<file path="src/rtl/operand_packer.sv">
// rtl/operand_packer.sv - gathers four operand beats into a registered {cin, w, z, y, x} bus
module operand_packer #(
  parameter int W     = 8,
  parameter int CNT_W = 16
) (
  input  logic               clk,
  input  logic               rst_n,
  input  logic               flush,
  input  logic               in_valid,
  output logic               in_ready,
  input  logic [W-1:0]       in_data,
  input  logic               in_cin,
  output logic               out_valid,
  input  logic               out_ready,
  output logic [4*W:0]       ins,
  output logic [1:0]         beat_cnt,
  output logic [CNT_W-1:0]   group_cnt
);

  logic [1:0]       beat_q, beat_d;
  logic [W-1:0]     x_q, x_d;
  logic [W-1:0]     y_q, y_d;
  logic [W-1:0]     z_q, z_d;
  logic [4*W:0]     ins_q, ins_d;
  logic             out_valid_q, out_valid_d;
  logic [CNT_W-1:0] group_q, group_d;

  logic accept;
  logic last_beat;
  logic out_fire;

  // Beats 0-2 only touch staging, so they are always taken; the 4th beat needs
  // the output register to be free or draining this cycle.
  always_comb begin
    in_ready = 1'b0;
    if (!flush) begin
      in_ready = (beat_q != 2'd3) || !out_valid_q || out_ready;
    end
  end

  assign accept    = in_valid && in_ready;
  assign last_beat = accept && (beat_q == 2'd3);
  assign out_fire  = out_valid_q && out_ready;

  // Next-state for staging, beat counter, output register and group counter.
  always_comb begin
    beat_d      = beat_q;
    x_d         = x_q;
    y_d         = y_q;
    z_d         = z_q;
    ins_d       = ins_q;
    out_valid_d = out_valid_q;
    group_d     = group_q;

    if (flush) begin
      beat_d = 2'd0;
      x_d    = '0;
      y_d    = '0;
      z_d    = '0;
    end else if (accept) begin
      beat_d = beat_q + 2'd1;
      case (beat_q)
        2'd0:    x_d = in_data;
        2'd1:    y_d = in_data;
        2'd2:    z_d = in_data;
        default: ins_d = {in_cin, in_data, z_q, y_q, x_q};
      endcase
    end

    // A new group landing in the same cycle as a transfer keeps valid high,
    // giving bubble-free back-to-back output.
    if (last_beat) begin
      out_valid_d = 1'b1;
    end else if (out_fire) begin
      out_valid_d = 1'b0;
    end

    if (out_fire) begin
      group_d = group_q + CNT_W'(1);
    end
  end

  // State registers with asynchronous active-low reset.
  always_ff @(posedge clk or negedge rst_n) begin
    if (!rst_n) begin
      beat_q      <= 2'd0;
      x_q         <= '0;
      y_q         <= '0;
      z_q         <= '0;
      ins_q       <= '0;
      out_valid_q <= 1'b0;
      group_q     <= '0;
    end else begin
      beat_q      <= beat_d;
      x_q         <= x_d;
      y_q         <= y_d;
      z_q         <= z_d;
      ins_q       <= ins_d;
      out_valid_q <= out_valid_d;
      group_q     <= group_d;
    end
  end

  assign out_valid = out_valid_q;
  assign ins       = ins_q;
  assign beat_cnt  = beat_q;
  assign group_cnt = group_q;

endmodule

</file>
<file path="config.mk">
export PLATFORM = sky130hd
export DESIGN_NAME = operand_packer
export DESIGN_NICKNAME = d
export VERILOG_FILES = /design/src/rtl/operand_packer.sv
export SDC_FILE = /design/constraint.sdc
export NUM_CORES = 1
export LEC_CHECK = 0
export ABC_AREA = 1
export CORE_MARGIN = 8
export CORE_UTILIZATION = 51
export CTS_CLUSTER_SIZE = 8
export DETAILED_ROUTE_END_ITERATION = 8
export PLACE_DENSITY = 0.79
export RECOVER_POWER = 25
export SLEW_MARGIN = 20
export SYNTH_ARGS = -nofsm -noshare
export SYNTH_HDL_FRONTEND = slang
export SYNTH_SLANG_ARGS = --single-unit
</file>
<file path="constraint.sdc">
create_clock -name clk -period 2 [get_ports clk]
set_clock_uncertainty 0.15 [all_clocks]
set_input_delay 0.6 -clock clk [delete_from_list [all_inputs] [get_ports clk]]
set_output_delay 0.6 -clock clk [all_outputs]
set_load 0.005 [all_outputs]
</file>
Word level (Yosys, flattened, before mapping)
Cells that the tools add are included.
{"block": "word_totals", "register_bits": 76, "word_cells": 46}
{"block": "op_classes", "addsub": 2, "n_eq_ne": 4, "muxes": 14, "n_bitwise": 2, "n_reduce_logical": 17}
{"cell": "8-bit 2-to-1 mux", "count": 9}
{"cell": "16-bit by 1-bit adder with 16-bit output (second input constant)", "count": 1}
{"cell": "2-bit nonzero test", "count": 5}
{"cell": "2-bit AND reduction", "count": 3}
{"cell": "2-bit equality test (second input constant)", "count": 2}
{"cell": "2-bit 2-to-1 mux", "count": 2}
{"cell": "1-bit logical AND", "count": 3}
{"cell": "1-bit 2-to-1 mux", "count": 3}
{"cell": "3-bit AND reduction", "count": 1}
{"cell": "3-bit OR reduction", "count": 1}
{"cell": "2-bit by 1-bit adder with 2-bit output (second input constant)", "count": 1}
{"cell": "2-bit by 1-bit equality test with 1-bit output (second input constant)", "count": 1}
{"cell": "2-bit zero test", "count": 1}
{"cell": "1-bit logical OR", "count": 2}
{"cell": "2-bit inequality test (second input constant)", "count": 1}
{"cell": "1-bit NOT", "count": 2}
{"cell": "1-bit zero test", "count": 1}

Depth between registers and ports, before layout
Gate-level depths: netlist (run 1).
{"block": "logic_depth", "word_depth": 7, "depth_mapped": 9}

Worst setup path after synthesis (run 1)
Ideal clock, no wire load.
{"block": "synth_path", "path_type": "in2out", "startpoint": "input flush", "endpoint": "output in_ready", "arrival_time_ns": 0.914, "required_ns": 1.250, "slack_ns": 0.336, "path_stages": 2, "path_buffers": 1, "path_cell_list": "buf_6 a31oi_1"}
{"block": "synth_between", "elab_chain_len": 1}
{"item": "start, declared", "line_no": "8", "rtl": "input logic flush,"}
{"item": "1-bit 2-to-1 mux", "line_no": "36", "rtl": "if (!flush) begin"}
{"item": "end, declared", "line_no": "10", "rtl": "output logic in_ready,"}
Every way passes these cells.

Final worst setup path (run 1)
{"block": "layout_path", "startpoint": "register group_q[13], in the netlist group_cnt[13]", "endpoint": "output group_cnt[13]"}
{"item": "start, declared", "line_no": "26", "rtl": "logic [CNT_W-1:0] group_q, group_d;"}
{"item": "start signal, assigned", "line_no": "100", "rtl": "group_q <= group_d;"}
{"item": "end, declared", "line_no": "17", "rtl": "output logic [CNT_W-1:0] group_cnt"}
No word-level cell between the ends.

==> metrics.cfg, run 1 <==
[yosys]
ys_ff_latch=76
synth_edf_count=0
synth-xor-area-share=0.02663
synth_top_family_by_area=simple AND/OR/NAND/NOR gates
synth_fa_ha_area_frac=0.01902
async_flop_share=1.000
synthMuxAreaShare=0
syn-num-nets=376
yosysMostFrequentCell=nand2_1
synth_top_area_frac=0.5782
yosys-top-cells-area=dfrtp_1 58%, nand2_1 11%, inv_1 6.4%
synth_top_flop_cell=dfrtp_1
yosysTopAreaCell=dfrtp_1
ys_warn_count=0
netlist_area_um2=3289
syn_avg_cell_area_um2=9.214
syn_inst=357
synth_compound_area_frac=0.09319
ys_seq_area_frac=0.5782
yosys.area_share.simple=0.1860
netlist_top_cells_count=94 x nand2_1, 76 x dfrtp_1, 56 x inv_1
synth_cell_type_count=23

[finish]
nNetsFinal=488
drive_gt1_frac=0.1709
final_util=0.7323
diodes=0
stdcell_count=551
syn_to_final_growth_pct=39.75

[grt]
grt_max_degree=36
track_usage=0.1773
grt_pass1_vias=2736
grt_pass1_wl_um=12680
antenna_found_initial=0
grt-ovfl-total=0

[clock_tree]
clk_pin_slew_ns=0.08
cts_tree=built
cts_root_buf=clkbuf_8
htree_levels=3
clk_latency_ns=0.35
cts_buffers=9
ctsHoldBuffers=0
cts_max_path_buffers=2
numClockSinks=76

[critical_path]
critPathRequiredTime_ns=1.25
path_max_fanout=2
cp_top_family=buffers and inverters
end_kind=primary output
crit_chain=clkdlybuf4s50_1
crit_path_start_kind=flip-flop
crit_buf_inv=1
worst_path_largest_cell_delay_ns=0.56
cp.arrival_ns=1.28
critPathSlowestCell=clkdlybuf4s50_1
crit_type=reg2out

[outcome]
outcome=finished, violations left
violations=setup timing

[sta]
setup_viol=1
worst_slack_ns=-0.02706
fin_crit_ns=2.027
fin_hold_ws_ns=0.1976
rsz0062_at_grt=true
hold_violations=0
slew_headroom=0.4303
maxSlewViolCount=0
worst_slew_pin_slew_ns=0.8546
fmax_ghz=0.4933
finalCritPeriodShare=1.014

[drt]
dr.pass1.iters=4
finalWirelength_um=7963
routedWlPerCell_um=14.45
routed-via-count=2678
post-route-drc-count=0
drt_iter0_drc=150
via_per_inst=4.860
ant_nets=0

[die]
core_area_um2=6277
die_w_um=96.31
chipHeight_um=96.31
ios=67
initial_core_util=0.5240
die_area_um2=9276
row_count=29

[run]
cap_violations=0

[power_and_ir_drop]
ir_worst_vdd_mv=0.6834
leakage_nw=2.579
pwr_density_cell_nw_per_um2=818.5
p_total_mw=3.763

[placement]
io_buffers=66
finalWeightedCongestion=0.8378
place_ws_ns=-0.6527
dp_hpwl_um=5348
dp.cells=508

[hold_path]
min_path_type=in2async

## sequential cells by signal, indices dropped and copies added, names as in the netlist
name	count
x_q	8
out_valid	1
group_cnt	16
z_q	8
beat_cnt	2
ins	33
y_q	8
## metrics by stage
stage / cell area [um2] / setup TNS [ns]
after global routing: 4597 / -0.2694
final: 4597 / -0.02706
after floorplan: 3289 / 0
after detailed placement: 4121 / -6.670
after CTS: 4456 / -0.03153
after global placement: 4121 / -4.204
## where the power goes
part / internal (mW) / switching (mW) / total (mW)
sequential: 1.71 / 0.0862 / 1.80
clock: 0.703 / 0.562 / 1.27
combinational: 0.378 / 0.319 / 0.697
total: 2.79 / 0.968 / 3.76
## timing repair
action                     in CTS  in global routing
pin swaps                       2                  2
setup buffers                  15                 12
resized for setup              14                 25
setup endpoints to repair      19                 29
## cell type report
type,count,area (um2)
clock buffer,10,127.6
clock inverter,6,88.84
fill,445,1680
inverter,57,216.5
multi-input combinational,213,1096
sequential,76,1902
tap,77,96.34
timing repair buffer,112,1070
## layer usage
metal,up-vias,share of wire,GRT usage
li1,1331,-,-
met1,1257,0.43,0.2179
met2,73,0.49,0.2860
met3,17,0.059,0.04992
met4,0,0.024,0.07692
met5,-,0,0
## kinds of logic (layout without fill, tap and decap cells)
kind of cell / after synthesis / count (layout)
adder cells (fa/ha/maj): 5 / 5
AND/OR/NAND/NOR: 140 / 140
flip-flops: 76 / 76
XOR/XNOR: 10 / 10
AO/OA/AOI/OAI: 58 / 58
buffers and inverters: 68 / 185
## final timing paths
kind,start,to,slack [ns],cells after the start
max,group_cnt[13],group_cnt[13],-0.03,1
min in group clk,ins[1],ins[1],0.34,2
max reg2reg,beat_cnt[0],z_q[6],0.23,8
max in group asynchronous,rst_n,group_cnt[1],0.26,2
min,rst_n,z_q[6],0.20,1
min reg2reg,ins[1],ins[1],0.34,2
## cell usage in the layout, fill, tap and decap left out, types with 7 or more instances in the layout
cell             instances
buf_4                   43
clkbuf_8                 9
clkdlybuf4s50_1         35
dfrtp_1                 76
dlymetal6s2s_1          23
inv_1                   55
nand2_1                 94
nand3_1                 10
nand4_1                  7
nor2_1                  16
o21ai_0                 34
o21ai_1                 19
xor2_1                   7
Power figures use the tool's default switching activity.
==> inputs of run 2 (changes only) <==
Settings changed: TNS_END_PERCENT set to 20.
==> metrics.cfg, run 2 (synthesis gave the netlist of run 1 again) <==
[power_and_ir_drop]
intPower_mw=2.750  ; -1.6%
pwr_density_cell_nw_per_um2=842.0  ; +2.9%
p_seq_frac=0.491  ; +0.012
p_switching_mw=0.9497  ; -1.9%
ir_worst_vdd_mv=0.6264  ; -8.3%
clock_power_share=0.340  ; +0.004
comb_power_share=0.169  ; -0.016
swShare=0.2567  ; -0.0006019
leakage_nw=2.434  ; -5.6%

[finish]
nNetsFinal=465  ; -4.7%
fill_cells=487  ; +9.4%
drive_gt1_frac=0.1286  ; -0.04228
layout_common_cells=94 x nand2_1, 76 x dfrtp_1, 55 x inv_1, 34 x o21ai_0, 26 x clkdlybuf4s50_1
largest_register_ffs=33  ; unchanged
final_util=0.7000  ; -0.03229
stdcell_count=528  ; -4.2%
diodes=0  ; unchanged
layout_commonest_cell=nand2_1
syn_to_final_growth_pct=33.59

[clock_tree]
clk_latency_ns=0.34  ; about the same
cts_tree=built
cts_root_buf=clkbuf_8
ctsHoldBuffers=0  ; unchanged
clk_pin_slew_ns=0.08  ; about the same
cts_buffers=9  ; unchanged
cts_max_path_buffers=2  ; unchanged
numClockSinks=76  ; unchanged
htree_levels=3  ; unchanged

[sta]
fmax_ghz=0.5049  ; +2.3%
finalCritPeriodShare=0.9903  ; -0.02322
worst_slack_ns=0.01938  ; +0.04644 ns
slew_headroom=0.4224  ; -0.007930
hold_violations=0  ; unchanged
fin_hold_ws_ns=0.2012  ; +0.003549 ns
rsz0062_at_grt=true
worst_slew_pin_slew_ns=0.8665  ; +0.01189 ns
fin_crit_ns=1.981  ; -0.04644 ns
maxSlewViolCount=0  ; unchanged
setup_viol=0  ; -1

[hold_path]
min_path_type=in2async

[placement]
finalWeightedCongestion=0.8378  ; unchanged
place_ws_ns=-0.6527  ; unchanged
dp.cells=508  ; unchanged
dp_hpwl_um=5348  ; unchanged
io_buffers=66  ; unchanged

[critical_path]
worst_path_largest_cell_delay_ns=0.53  ; -0.03 ns
critPathRequiredTime_ns=1.25  ; about the same
cp_top_family=buffers and inverters
critPathSlowestCell=clkdlybuf4s50_1
crit_buf_inv=1  ; unchanged
crit_chain=clkdlybuf4s50_1
crit_path_start_kind=flip-flop
end_kind=primary output
cp.arrival_ns=1.23  ; -0.05 ns
crit_type=reg2out
path_max_fanout=2  ; unchanged

[grt]
antenna_found_initial=0  ; unchanged
track_usage=0.1707  ; -0.006596
grt_max_degree=36  ; unchanged
grt-ovfl-total=0  ; unchanged
grt_pass1_wl_um=12200  ; -3.8%
grt_pass1_vias=2637  ; -3.6%

[die]
initial_core_util=0.5240  ; unchanged
die_area_um2=9276  ; unchanged
chipHeight_um=96.31  ; unchanged
core_area_um2=6277  ; unchanged
ios=67  ; unchanged
die_w_um=96.31  ; unchanged
row_count=29  ; unchanged

[drt]
routedWlPerCell_um=13.99  ; -3.2%
via_per_inst=4.884  ; +0.50%
routed-via-count=2579  ; -3.7%
ant_nets=0  ; unchanged
dr.pass1.iters=4  ; unchanged
drt_iter0_drc=116  ; -23%
finalWirelength_um=7387  ; -7.2%
post-route-drc-count=0  ; unchanged

[outcome]
outcome=finished, final reports clean

[run]
cap_violations=0  ; unchanged

[run 2: cell types whose count changed in the layout (fill, tap and decap cells not counted), sizes merged]
cell / previous run / this run
dlymetal6s2s: 23 / 18
buf: 46 / 23
dlygate4sd2: 5 / 19
clkdlybuf4s50: 35 / 26
[run 2: cell type report]
cell class | count | area (um2) | area share
Clock buffer | 10 | 127.6 | 0.02904
Tap cell | 77 | 96.34 | 0.02192
Timing Repair Buffer | 89 | 867.1 | 0.1973
Sequential cell | 76 | 1902 | 0.4328
Multi-Input combinational cell | 213 | 1096 | 0.2494
Inverter | 57 | 216.5 | 0.04926
Clock inverter | 6 | 88.84 | 0.02022
[run 2: power by group through the flow]
stage	Combinational [mW]	Sequential, mW	Clock [mW]
after detailed placement	0.672	1.85	0
after global routing	0.706	1.84	1.35
after floorplan	0.237	1.85	0
after CTS	0.661	1.82	1.28
after global placement	0.651	1.84	0
final	0.625	1.82	1.26
[run 2: what timing repair did]
item	CTS	global route
setup endpoints to repair	19	19
pin swaps	2	2
hold endpoints to repair	0	0
setup buffers	1	3
resized for setup	28	20
[run 2: routing by layer]
| metal | vias to the layer above | global-route usage | wire, um |
|---|---|---|---|
| li1 | 1287 | - | - |
| met1 | 1208 | 0.2135 | 3194 |
| met2 | 71 | 0.2707 | 3581 |
| met3 | 13 | 0.04992 | 472 |
| met4 | 0 | 0.07188 | 138 |
| met5 | - | 0 | 0 |
[run 2: metrics by stage]
step                setup TNS, ns  power (mW)  area [um2]
finish                          0       3.700        4394
global placement           -4.204       2.490        4121
global route              -0.1714       3.895        4394
CTS                      -0.03153       3.764        4333
floorplan                       0       2.085        3289
detailed placement         -6.670       2.519        4121
[run 2: worst reg2reg max path: stages (launching register included)]
cell     delay [ns]
dfrtp_1        0.42
ha_4           0.18
buf_4          0.12
buf_4          0.13
nand3_1        0.11
nand4_1        0.10
nand2_2        0.24
nand2_1        0.10
o21ai_0        0.12
[run 2: worst paths after layout]
| kind | from | endpoint | slack (ns) | cells after the start |
|---|---|---|---|---|
| max in group asynchronous | rst_n | group_cnt[1] | 0.24 | 2 |
| worst min-delay path | rst_n | z_q[6] | 0.20 | 1 |
| min in group clk | ins[13] | ins[13] | 0.34 | 2 |
| worst max-delay path | ins[15] | ins[15] | 0.02 | 1 |
| worst max register to register | beat_cnt[0] | z_q[6] | 0.24 | 8 |
| worst min register to register | ins[13] | ins[13] | 0.34 | 2 |
